File: config.mk
export PLATFORM = sky130hd
export DESIGN_NAME = if_stage
export DESIGN_NICKNAME = d
export VERILOG_FILES = /design/src/rtl/if_stage.sv
export SDC_FILE = /design/constraint.sdc
export NUM_CORES = 1
export LEC_CHECK = 0
export BUFFER_PORTS_ARGS = -buffer_cell sky130_fd_sc_hd__buf_2
export CAP_MARGIN = 20
export CORE_MARGIN = 3
export CORE_UTILIZATION = 30
export CTS_BUF_LIST = sky130_fd_sc_hd__clkbuf_4
export CTS_CLUSTER_DIAMETER = 50
export CTS_CLUSTER_SIZE = 14
export DETAILED_ROUTE_END_ITERATION = 8
export GPL_ROUTABILITY_DRIVEN = 0
export GPL_TIMING_DRIVEN = 0
export PLACE_DENSITY = 0.46
export SLEW_MARGIN = 10
export SYNTH_ARGS = -nofsm -noshare
export SYNTH_HDL_FRONTEND = slang
export SYNTH_SLANG_ARGS = --single-unit
File: constraint.sdc
create_clock -name clk -period 2 [get_ports clk]
set_clock_uncertainty 0.1 [all_clocks]
set_input_delay 0.1 -clock clk [delete_from_list [all_inputs] [get_ports clk]]
set_output_delay 0.1 -clock clk [all_outputs]
set_load 0.02 [all_outputs]
File: src/rtl/if_stage.sv
// if_stage: instruction fetch producer for the IF/ID interface (req/rsp imem, in-order FIFO).
// Define IF_PERF_EN to add the IF_perf_fetched / IF_perf_bubble counters.
module if_stage #(
  parameter logic [31:0] RESET_PC   = 32'h0000_0000,
  parameter int unsigned FIFO_DEPTH = 2
) (
  input  logic        clk,
  input  logic        rst,
  output logic        Imem_req_vld,
  output logic [31:0] Imem_req_addr,
  input  logic        Imem_req_rdy,
  input  logic        Imem_rsp_vld,
  input  logic [31:0] Imem_rsp_data,
  input  logic        ID_stall,
  input  logic        EX_redirect,
  input  logic [31:0] EX_redirect_pc,
  output logic [31:0] IF_ID_pc,
  output logic [31:0] IF_ID_inst,
  output logic        IF_ID_vld
`ifdef IF_PERF_EN
  ,
  output logic [31:0] IF_perf_fetched,
  output logic [31:0] IF_perf_bubble
`endif
);

  localparam int unsigned PW = (FIFO_DEPTH > 1) ? $clog2(FIFO_DEPTH) : 1;
  localparam int unsigned CW = $clog2(FIFO_DEPTH + 1);
  localparam logic [CW-1:0] DEPTH_C = CW'(FIFO_DEPTH);

  typedef enum logic [1:0] {BOOT, RUN, FLUSH} state_t;

  state_t                  state, state_n;
  logic [31:0]             fetch_pc, fetch_pc_n;
  logic [31:0]             slot_pc   [FIFO_DEPTH];
  logic [31:0]             slot_inst [FIFO_DEPTH];
  logic [31:0]             pc_n      [FIFO_DEPTH];
  logic [31:0]             inst_n    [FIFO_DEPTH];
  logic [FIFO_DEPTH-1:0]   slot_filled, filled_n;
  logic [PW-1:0]           head, tail, fill_ptr;
  logic [PW-1:0]           head_n, tail_n, fill_ptr_n;
  logic [CW-1:0]           occ, unfilled, stale;
  logic [CW-1:0]           occ_n, unfilled_n, stale_n;
  logic                    alloc, fill, drop, pop;

  assign Imem_req_vld  = (state == RUN) && (occ < DEPTH_C) && !EX_redirect;
  assign Imem_req_addr = fetch_pc;
  assign IF_ID_vld     = slot_filled[head] && !EX_redirect;

  always_comb begin
    alloc      = Imem_req_vld && Imem_req_rdy;
    fill       = Imem_rsp_vld && (state != FLUSH);
    drop       = Imem_rsp_vld && (state == FLUSH);
    pop        = IF_ID_vld && !ID_stall;
    state_n    = state;
    fetch_pc_n = fetch_pc;
    pc_n       = slot_pc;
    inst_n     = slot_inst;
    filled_n   = slot_filled;
    head_n     = head;
    tail_n     = tail;
    fill_ptr_n = fill_ptr;
    occ_n      = occ;
    unfilled_n = unfilled;
    stale_n    = stale;

    if (EX_redirect) begin
      // Outstanding requests become stale; a response landing this cycle retires one of them.
      filled_n   = '0;
      head_n     = '0;
      tail_n     = '0;
      fill_ptr_n = '0;
      occ_n      = '0;
      unfilled_n = '0;
      stale_n    = stale + unfilled - CW'(fill) - CW'(drop);
      fetch_pc_n = EX_redirect_pc & 32'hFFFF_FFFC;
      state_n    = (stale_n != '0) ? FLUSH : RUN;
    end else begin
      if (alloc) begin
        pc_n[tail]     = fetch_pc;
        filled_n[tail] = 1'b0;
        tail_n         = tail + PW'(1);
        fetch_pc_n     = fetch_pc + 32'd4;
      end
      // Fill after alloc so a same-cycle response can land in the slot just allocated.
      if (fill) begin
        inst_n[fill_ptr]   = Imem_rsp_data;
        filled_n[fill_ptr] = 1'b1;
        fill_ptr_n         = fill_ptr + PW'(1);
      end
      if (pop) begin
        filled_n[head] = 1'b0;
        head_n         = head + PW'(1);
      end
      occ_n      = occ + CW'(alloc) - CW'(pop);
      unfilled_n = unfilled + CW'(alloc) - CW'(fill);
      if (drop) stale_n = stale - CW'(1);
      case (state)
        BOOT:    state_n = RUN;
        FLUSH:   if (stale_n == '0) state_n = RUN;
        default: state_n = state;
      endcase
    end
  end

  always_ff @(posedge clk or negedge rst) begin
    if (!rst) begin
      state       <= BOOT;
      fetch_pc    <= RESET_PC;
      slot_pc     <= '{default: '0};
      slot_inst   <= '{default: '0};
      slot_filled <= '0;
      head        <= '0;
      tail        <= '0;
      fill_ptr    <= '0;
      occ         <= '0;
      unfilled    <= '0;
      stale       <= '0;
      IF_ID_pc    <= '0;
      IF_ID_inst  <= '0;
    end else begin
      state       <= state_n;
      fetch_pc    <= fetch_pc_n;
      slot_pc     <= pc_n;
      slot_inst   <= inst_n;
      slot_filled <= filled_n;
      head        <= head_n;
      tail        <= tail_n;
      fill_ptr    <= fill_ptr_n;
      occ         <= occ_n;
      unfilled    <= unfilled_n;
      stale       <= stale_n;
      // Presentation registers only follow a filled head, so they hold across bubbles.
      if (filled_n[head_n]) begin
        IF_ID_pc   <= pc_n[head_n];
        IF_ID_inst <= inst_n[head_n];
      end
    end
  end

`ifdef IF_PERF_EN
  always_ff @(posedge clk or negedge rst) begin
    if (!rst) begin
      IF_perf_fetched <= '0;
      IF_perf_bubble  <= '0;
    end else begin
      if (pop) IF_perf_fetched <= IF_perf_fetched + 32'd1;
      if ((state == RUN) && !IF_ID_vld && !EX_redirect) IF_perf_bubble <= IF_perf_bubble + 32'd1;
    end
  end
`endif

endmodule
[Yosys cells after proc, flatten, opt, wreduce, memory -nomap -nowiden]
Cells that the tools add are included.
Storage, ports and cells
  register bits: 237
  bits of input ports: 70
  output and inout bits: 98
Operators by class
  multiplexer cells: 49
  bitwise logic cells: 8
  magnitude comparators: 13
  add/subtract/negate cells: 12
  reductions and logical operators: 21
  equal/unequal tests: 4
Operators by type and width (number)
  $mux W32: 10
  $mux W64: 4
  $bwmux W64: 2
  $demux W32 S1: 2
  $add A32 B3 Y32 const B: 1
  $mux W2: 14
  $mux W1: 13
  $logic_and A1 B1 Y1: 12
  $lt A1 B2 Y1 const B: 4
  $sub A2 B1 Y2: 4
  $ge A2 B2 Y1 const B: 3
  $not A1 Y2: 3
  $reduce_bool A2 Y1: 3
  $add A2 B1 Y2: 2
  $and A2 B2 Y2: 2
  $logic_not A2 Y1: 2
  $lt A2 B1 Y1 const B: 2
  $not A2 Y2: 2
  $pmux W2 S2: 1
  $add A1 B1 Y1 const B: 3
  $demux W1 S1: 3
  $ge A1 B1 Y1 const B: 3
  $ne A3 B2 Y1 const B: 1
  $reduce_bool A3 Y1: 1
  other kinds (9): 10

[Longest topological paths before layout]
Gate-level depths: netlist (run 1).
  depth after elaboration: 16
  mapped depth: 10

[Worst setup path after synthesis (run 1)]
Ideal clock, no wire load.
  path type: flip-flop to flip-flop
  start point: register occ[1]
  end point: register unfilled[1]
  path buffers: 1
  setup time: 119 ps
  data arrival time: 2042 ps
  setup slack: -260 ps
  cell stages (with the launch flop): 11
  data required time: 1781 ps
  cells stage by stage: dfrtp_1 > nand4bb_1 > buf_4 > nor2_1 > inv_1 > ha_1 > inv_1 > ha_1 > xnor2_1 > xnor2_1 > nor2_1
Between the ends
  longest elaborated chain between the ends: 7
Ends and longest elaborated chain
  start, declared: RTL line 42  | logic [CW-1:0] occ, unfilled, stale;
  start signal, assigned: RTL line 130  | occ <= occ_n;
  $lt A2 B2 Y1: RTL line 46  | assign Imem_req_vld = (state == RUN) && (occ < DEPTH_C) && !EX_redirect;
  $logic_and A1 B1 Y1 (2 in a row): RTL line 46
  $logic_and A1 B1 Y1: RTL line 51  | alloc = Imem_req_vld && Imem_req_rdy;
  $add A2 B1 Y2: RTL line 96  | unfilled_n = unfilled + CW'(alloc) - CW'(fill);
  $sub A2 B1 Y2: RTL line 96
  $mux W2: RTL line 67  | if (EX_redirect) begin
  named net unfilled_n[1]: RTL line 43  | logic [CW-1:0] occ_n, unfilled_n, stale_n;
  end signal, assigned: RTL line 131  | unfilled <= unfilled_n;
  end, declared: RTL line 42
The timed path passes the listed nets, and every way through them passes these cells.
A chain may end at the register's enable or synchronous reset.

[Final worst setup path (run 1)]
  start point: register unfilled[0]
  end point: register state[0]
Between the ends
  longest elaborated chain between the ends: 6
Ends and longest elaborated chain
  $add A2 B2 Y2: RTL line 75  | stale_n = stale + unfilled - CW'(fill) - CW'(drop);
  $sub A2 B1 Y2 (2 in a row): RTL line 75
  $reduce_bool A2 Y1: RTL line 77  | state_n = (stale_n != '0) ? FLUSH : RUN;
  $mux W2: RTL line 77
  $mux W2: RTL line 67
  end signal, assigned: RTL line 122  | state <= state_n;
  end, declared: RTL line 33  | state_t state, state_n;
No other way between the ends.

==> results.cfg, run 1 <==
[clock_tree]
clk_pin_slew_ns = 0.11
clock_latency_ns = 0.65
cts_made_buffers = 35
clockBufferDepth = 3
cts_tree = done
clock_sinks = 235
htree_levels = 2
root_buffer = clkbuf_4

[floorplanning]
fp.dieW_um = 196
die_area_sq_mm = 0.0386
ios = 168
num_rows = 69
initial_core_util = 0.305
fp.dieH_um = 196
core_area_sq_mm = 0.0357

[sta]
grt_setup_unrepaired = yes
post-route-period-util = 1.18
timing.final.crit_period_ns = 2.37
fin_tns_setup_ns = -14.79
hold_violations = 0
relSlewSlack = 0.474
max_freq_mhz = 423
setup_violations = 78
worst_slack_ns = -0.366
worst_slew_pin_slew_ns = 0.788
whs_ns = 0.0930
report.final.slew_viol_count = 0

[power_and_ir_drop]
irDropWorstVdd_mv = 0.504
leakagePower_uw = 0.00693
power_density_mw_per_mm2 = 1240

[critical_path]
cp_slowest_cell = fa_1
rrSetupSlack_ns = -0.37
cp_data_arrival_time_ns = 2.84
path_class = reg -> reg
r2r_cells = 10
crit_path_start_kind = flop
worstReg2RegStart = unfilled[0]
worstPathRequired_ns = 2.48
r2r_end = state[0]
cp_cell_sequence = inv_2 -> ha_4 -> fa_1 -> inv_2 -> ha_4 -> xnor2_4 -> xnor2_2 -> xnor2_1 -> o21ai_1 -> o31a_1
cp_slowest_stage_delay_ns = 0.50
path_max_fanout = 2
cp_top_family = adder cells
end_kind = flop
path_buf_inv = 2

[logic_synthesis]
ys_ff_latch = 235
avgSynthCellArea_sq_um = 10.4
synthFlopType = dfrtp_1
async_reset_ff_frac = 1.00
syn_area_sq_mm = 0.0109
ys_seq_area_frac = 0.540
yosysTopAreaCell = dfrtp_1
synth_edf_count = 0
yosysWarnings = 0
synthTopCellsByArea = dfrtp_1 (54%), nand2_1 (7.8%), a221oi_2 (4.1%)
synth_cell_type_count = 65
netlist_instances = 1043
synth_top_area_share = 0.540

[global_routing]
grt_max_degree = 97
grt_pass1_wl_mm = 54.4
antenna_found_initial = 1
grt_use_total = 0.177
grt.overflow.total = 0
grt_pass1_vias = 9211

[final_layout]
seq_area_sq_mm = 0.00590
nets = 1439
final_layout_size_suffix_gt1_frac = 0.390
fin_area_sq_mm = 0.0153
area_growth_pct = 40.7
multi_input_area_sq_mm = 0.00519
fin_util = 0.429
n_fill_cell = 3527

[run_status]
outcome = finished with violations
violations = negative setup slack

[worst_hold_path]
min_from = EX_redirect_pc[15]
hp-class = in -> reg
whs_path_depth = 4
hold_end = Imem_req_addr[15]

[drt]
first_iter_violations = 388
drc = 0
routed_wl_mm = 34.8
num_vias = 8938
ant_nets = 0
wire_per_inst_um = 18.8
vias_per_cell = 4.84
drt_first_pass_iters = 4

[place]
dpl.hpwl_mm = 22.7
dp_worst_setup_slack_ns = -0.794
io_buffers = 163
postPlaceCellArea_sq_mm = 0.0124

[run]
drv_cap = 0
-- placed cells by master, fill, tap and decap left out, types with 6 or more instances in the layout --
master	count
a221oi_2	30
a311oi_2	23
buf_12	9
buf_2	168
buf_4	41
buf_6	32
clkbuf_2	7
clkbuf_4	43
clkinv_2	6
clkinv_4	6
dfrtp_1	218
dfrtp_2	17
dlygate4sd3_1	69
ha_4	6
inv_1	75
mux2_1	7
mux2_2	25
mux2i_1	32
nand2_1	206
nand2_2	9
nand2_4	10
nand3_1	11
nand4_1	9
nor2_1	46
nor3_1	22
nor3_2	10
nor4_1	14
nor4_2	10
nor4_4	9
o211ai_1	11
o21a_1	29
o21ai_0	15
o21ai_1	6
xnor2_1	8
xor2_1	12
-- layer usage --
layer  part of all wire  up-vias  GRT usage
li1                   -     4276          -
met1               0.46     4398      0.248
met2               0.47      220      0.293
met3              0.049       44     0.0274
met4              0.021        0     0.0401
met5                  0        -          0
-- cell families (layout without fill, tap and decap cells) --
kind of cell    count (synthesis)  in the layout  share of synthesized area
simple gates                  403            403                      0.171
flops                         235            235                      0.540
compound gates                153            153                      0.130
buf+inv                       151            493                     0.0622
mux                            67             67                     0.0655
xor+xnor                       25             25                     0.0201
fa+ha+maj                       8              8                    0.00989
other cells                     1              3                   0.000345
-- synth_stat cells (2+ instances only) --
library cell	instances
and3_1	2
buf_4	5
nand3b_1	2
nand4_1	9
nand4bb_1	2
inv_1	80
nand2b_1	3
nor4_1	31
clkbuf_2	2
mux2i_1	33
mux2_2	25
nor4_4	2
xor2_1	14
xnor2_1	11
nor2b_1	5
buf_1	3
or3_1	2
o311ai_0	10
a2111oi_2	2
a221oi_2	30
a21oi_1	4
o21ai_0	21
clkbuf_1	35
buf_6	9
and3_2	2
buf_2	17
a221o_1	2
nand2_1	225
dfrtp_1	235
nor2_2	2
o21a_1	29
nor2_1	50
a221oi_1	4
a31oi_1	2
mux2_1	9
nand3_1	15
o211ai_1	11
ha_1	7
and2_1	3
a311oi_1	28
nor3_1	36
-- worst max-delay path by stage --
stage	startpoint	endpoint	slack, ns	cells after the start
3_3_place_gp	rst	Imem_req_addr[21]	-4.49	1
3_5_place_dp	occ[1]	IF_ID_pc[25]	-0.79	7
6_report	unfilled[0]	state[0]	-0.37	10
4_1_cts	unfilled[0]	state[0]	-0.37	10
5_1_grt	unfilled[0]	state[0]	-0.53	10
2_1_floorplan	unfilled[0]	state[0]	-0.19	10
-- sequential cells by signal (all words and copies together) (netlist names) --
| signal | flops |
|---|---|
| slot_pc | 64 |
| stale | 2 |
| IF_ID_pc | 32 |
| occ | 2 |
| state | 2 |
| slot_inst | 64 |
| unfilled | 2 |
| tail | 1 |
| slot_filled | 2 |
| Imem_req_addr | 30 |
| fill_ptr | 1 |
| head | 1 |
| IF_ID_inst | 32 |
-- metrics by stage --
step | instances | total power [uW]
2_1_floorplan | 1044 | 11900
3_3_place_gp | 1668 | 13900
3_5_place_dp | 1670 | 14000
4_1_cts | 1833 | 18800
5_1_grt | 1848 | 20300
6_report | 1848 | 19000
-- report_power, final --
group | leakage (uW) | internal (uW) | switching (uW)
Sequential | 0.00283 | 6600 | 910
Clock | 0.000307 | 1670 | 1990
Combinational | 0.00379 | 3440 | 4360
-- repair_timing --
action | CTS | global route
cloned | 3 | 2
endpoints found under the setup margin | 205 | 279
hold endpoints to repair | 273 | 0
hold buffers | 69 | 0
setup buffers | 32 | 15
pin swaps | 41 | 34
gates resized for setup | 191 | 112
-- worst min-delay path: stages --
cell,delay (ns)
dlygate4sd3_1,0.52
buf_2,0.09
nand2_1,0.04
o21ai_0,0.05
-- final cells by class --
type | count | area share
clock inverter | 23 | 0.0177
sequential | 235 | 0.385
multi-input combinational | 658 | 0.339
buffer | 68 | 0.0438
inverter | 80 | 0.0199
tap | 461 | 0.0377
antenna | 1 | 0.000163
clock buffer | 39 | 0.0191
timing repair buffer | 283 | 0.137
No activity file was read; power rests on OpenSTA's default activity.
==> run 2, diff against run 1 <==
- PLACE_DENSITY: 0.46 -> default
==> run 2 against run 1 <==
Against the previous run:
- the run still ends with negative setup slack left
- utilization rose by 3.9 points
- cell count rose by 5.6%
- sequential cell count did not move
- clock power fell by 11%
- hold slack got worse by 0.0088 ns
- die area did not move
- largest cell class unchanged
- largest power group unchanged
- highest routed layer unchanged
==> results.cfg, run 2 (synthesized netlist as in run 1, its figures left out) <==
[global_routing]
grt_max_degree = 86
grt_pass1_vias = 9875
grt.overflow.total = 0
antenna_found_initial = 1
grt_use_total = 0.178
grt_pass1_wl_mm = 55.0

[critical_path]
r2r_end = IF_ID_inst[30]
cp_cell_sequence = or2b_4 -> nand3_1 -> nor2_2 -> buf_4 -> mux2i_1 -> a221oi_2
path_class = reg -> reg
crit_path_start_kind = flop
worstPathRequired_ns = 2.49
cp_slowest_cell = dfrtp_1
cp_slowest_stage_delay_ns = 0.41
cp_data_arrival_time_ns = 2.82
cp_top_family = simple AND/OR/NAND/NOR gates
end_kind = flop
r2r_cells = 6
crit_path_start = state[1]
rrSetupSlack_ns = -0.33
crit_cells = 6
endpoint = IF_ID_inst[30]
path_max_fanout = 10
path_buf_inv = 1
worstReg2RegStart = state[1]

[final_layout]
top_regs = slot_inst: 64 flops, slot_pc: 64 flops
final_cell_mix = dfrtp_1 (212), nand2_1 (193), buf_2 (165)
final_layout_size_suffix_gt1_frac = 0.424
final_common_cell = dfrtp_1
area_growth_pct = 53.4
nets = 1541

[sta]
setup_violations = 100
grt_setup_unrepaired = yes
worst_slack_ns = -0.325
max_freq_mhz = 430
report.final.slew_viol_count = 0
relSlewSlack = 0.415
hold_violations = 0
post-route-period-util = 1.16
timing.final.crit_period_ns = 2.33
worst_slew_pin_slew_ns = 0.878

[power_and_ir_drop]
irDropWorstVdd_mv = 0.735
power_density_mw_per_mm2 = 1170
leakagePower_uw = 0.00759
finalPower_uw = 19500

[floorplanning]
fp.dieH_um = 196
die_area_sq_mm = 0.0386
initial_core_util = 0.305
fp.dieW_um = 196
core_area_sq_mm = 0.0357
ios = 168
num_rows = 69

[run_status]
violations = negative setup slack
outcome = finished with violations

[drt]
drt_first_pass_iters = 5
routed_wl_mm = 35.9
num_vias = 9688
wire_per_inst_um = 18.4
ant_nets = 0
first_iter_violations = 584
drc = 0
vias_per_cell = 4.97

[run]
drv_cap = 0

[place]
io_buffers = 163
dpl.hpwl_mm = 21.7
dp_worst_setup_slack_ns = -0.753

[clock_tree]
htree_levels = 1
clk_pin_slew_ns = 0.13
clockBufferDepth = 3
cts_tree = done
cts_made_buffers = 30
clock_latency_ns = 0.81
root_buffer = clkbuf_4
clock_sinks = 235

[worst_hold_path]
hp-class = in -> reg
whs_path_depth = 5
-- run 2: cell types whose count changed in the layout (fill, tap and decap cells not counted), moves of 9 or more --
cell           before  now
nand2_1           206  193
buf_6              32   23
buf_4              41   88
dlygate4sd3_1      69  128
a311oi_4            5   15
nor4_2             10   21
nor3_2             10   22
nand2_4            10   24
a311oi_2           23   13
nor3_1             22   10
-- run 2: timing repair --
action | in CTS | in global routing
cloned | 8 | 2
setup endpoints to repair | 207 | 160
hold buffers | 128 | 0
hold endpoints to repair | 323 | 0
buffers inserted | 48 | 49
resized for setup | 263 | 150
pin swaps | 59 | 55
-- run 2: through the flow --
step | instances | area (sq um) | TNS [ns] | hold WS [ns] | util
after global routing | 1951 | 16700 | -25.10 | 0.0592 | 0.468
final | 1951 | 16700 | -19.68 | 0.0842 | 0.468
after detailed placement | 1670 | 12400 | -64.86 | 0.0541 | 0.347
after global placement | 1668 | 12300 | -901.54 | 0.212 | 0.345
after CTS | 1905 | 15800 | -14.56 | 0.00157 | 0.444
after floorplan | 1044 | 10900 | -0.484 | -0.296 | -
-- run 2: tightest hold or removal path: stages --
cell and delay, ns:
buf_2 0.11, buf_1 0.31, nor3_1 0.26, nor2_1 0.08
xnor2_1 0.11
-- run 2: worst min path at each step --
| stage | start | to | slack, ns |
|---|---|---|---|
| 6_report | EX_redirect | stale[1] | 0.08 |
| 4_1_cts | Imem_rsp_data[28] | slot_inst[28] | 0.002 |
| 2_1_floorplan | rst | IF_ID_inst[0] | -0.30 |
| 5_1_grt | Imem_rsp_data[4] | slot_inst[36] | 0.06 |
| 3_3_place_gp | EX_redirect_pc[9] | Imem_req_addr[9] | 0.21 |
| 3_5_place_dp | rst | IF_ID_inst[17] | 0.05 |
-- run 2: final cells by class --
type                       instances  area (sq um)
tap                              461           577
clock inverter                    22           240
timing repair buffer             392          3180
fill                            3182         19000
inverter                          80           303
sequential                       235          5910
multi-input combinational        658          5580
antenna                            5          12.5
buffer                            66           651
clock buffer                      32           240
-- run 2: per-layer routing --
metal	global-route usage	wire length (um)
met1	0.231	15500
met2	0.306	17100
met3	0.0340	2150
met4	0.0481	1150
met5	0	0
-- run 2: where the power goes --
group	leakage (uW)	switching [uW]	internal, uW
Clock	0.000249	2060	1190
Combinational	0.00452	4740	4010
Sequential	0.00282	914	6600
Total	0.00759	7710	11800
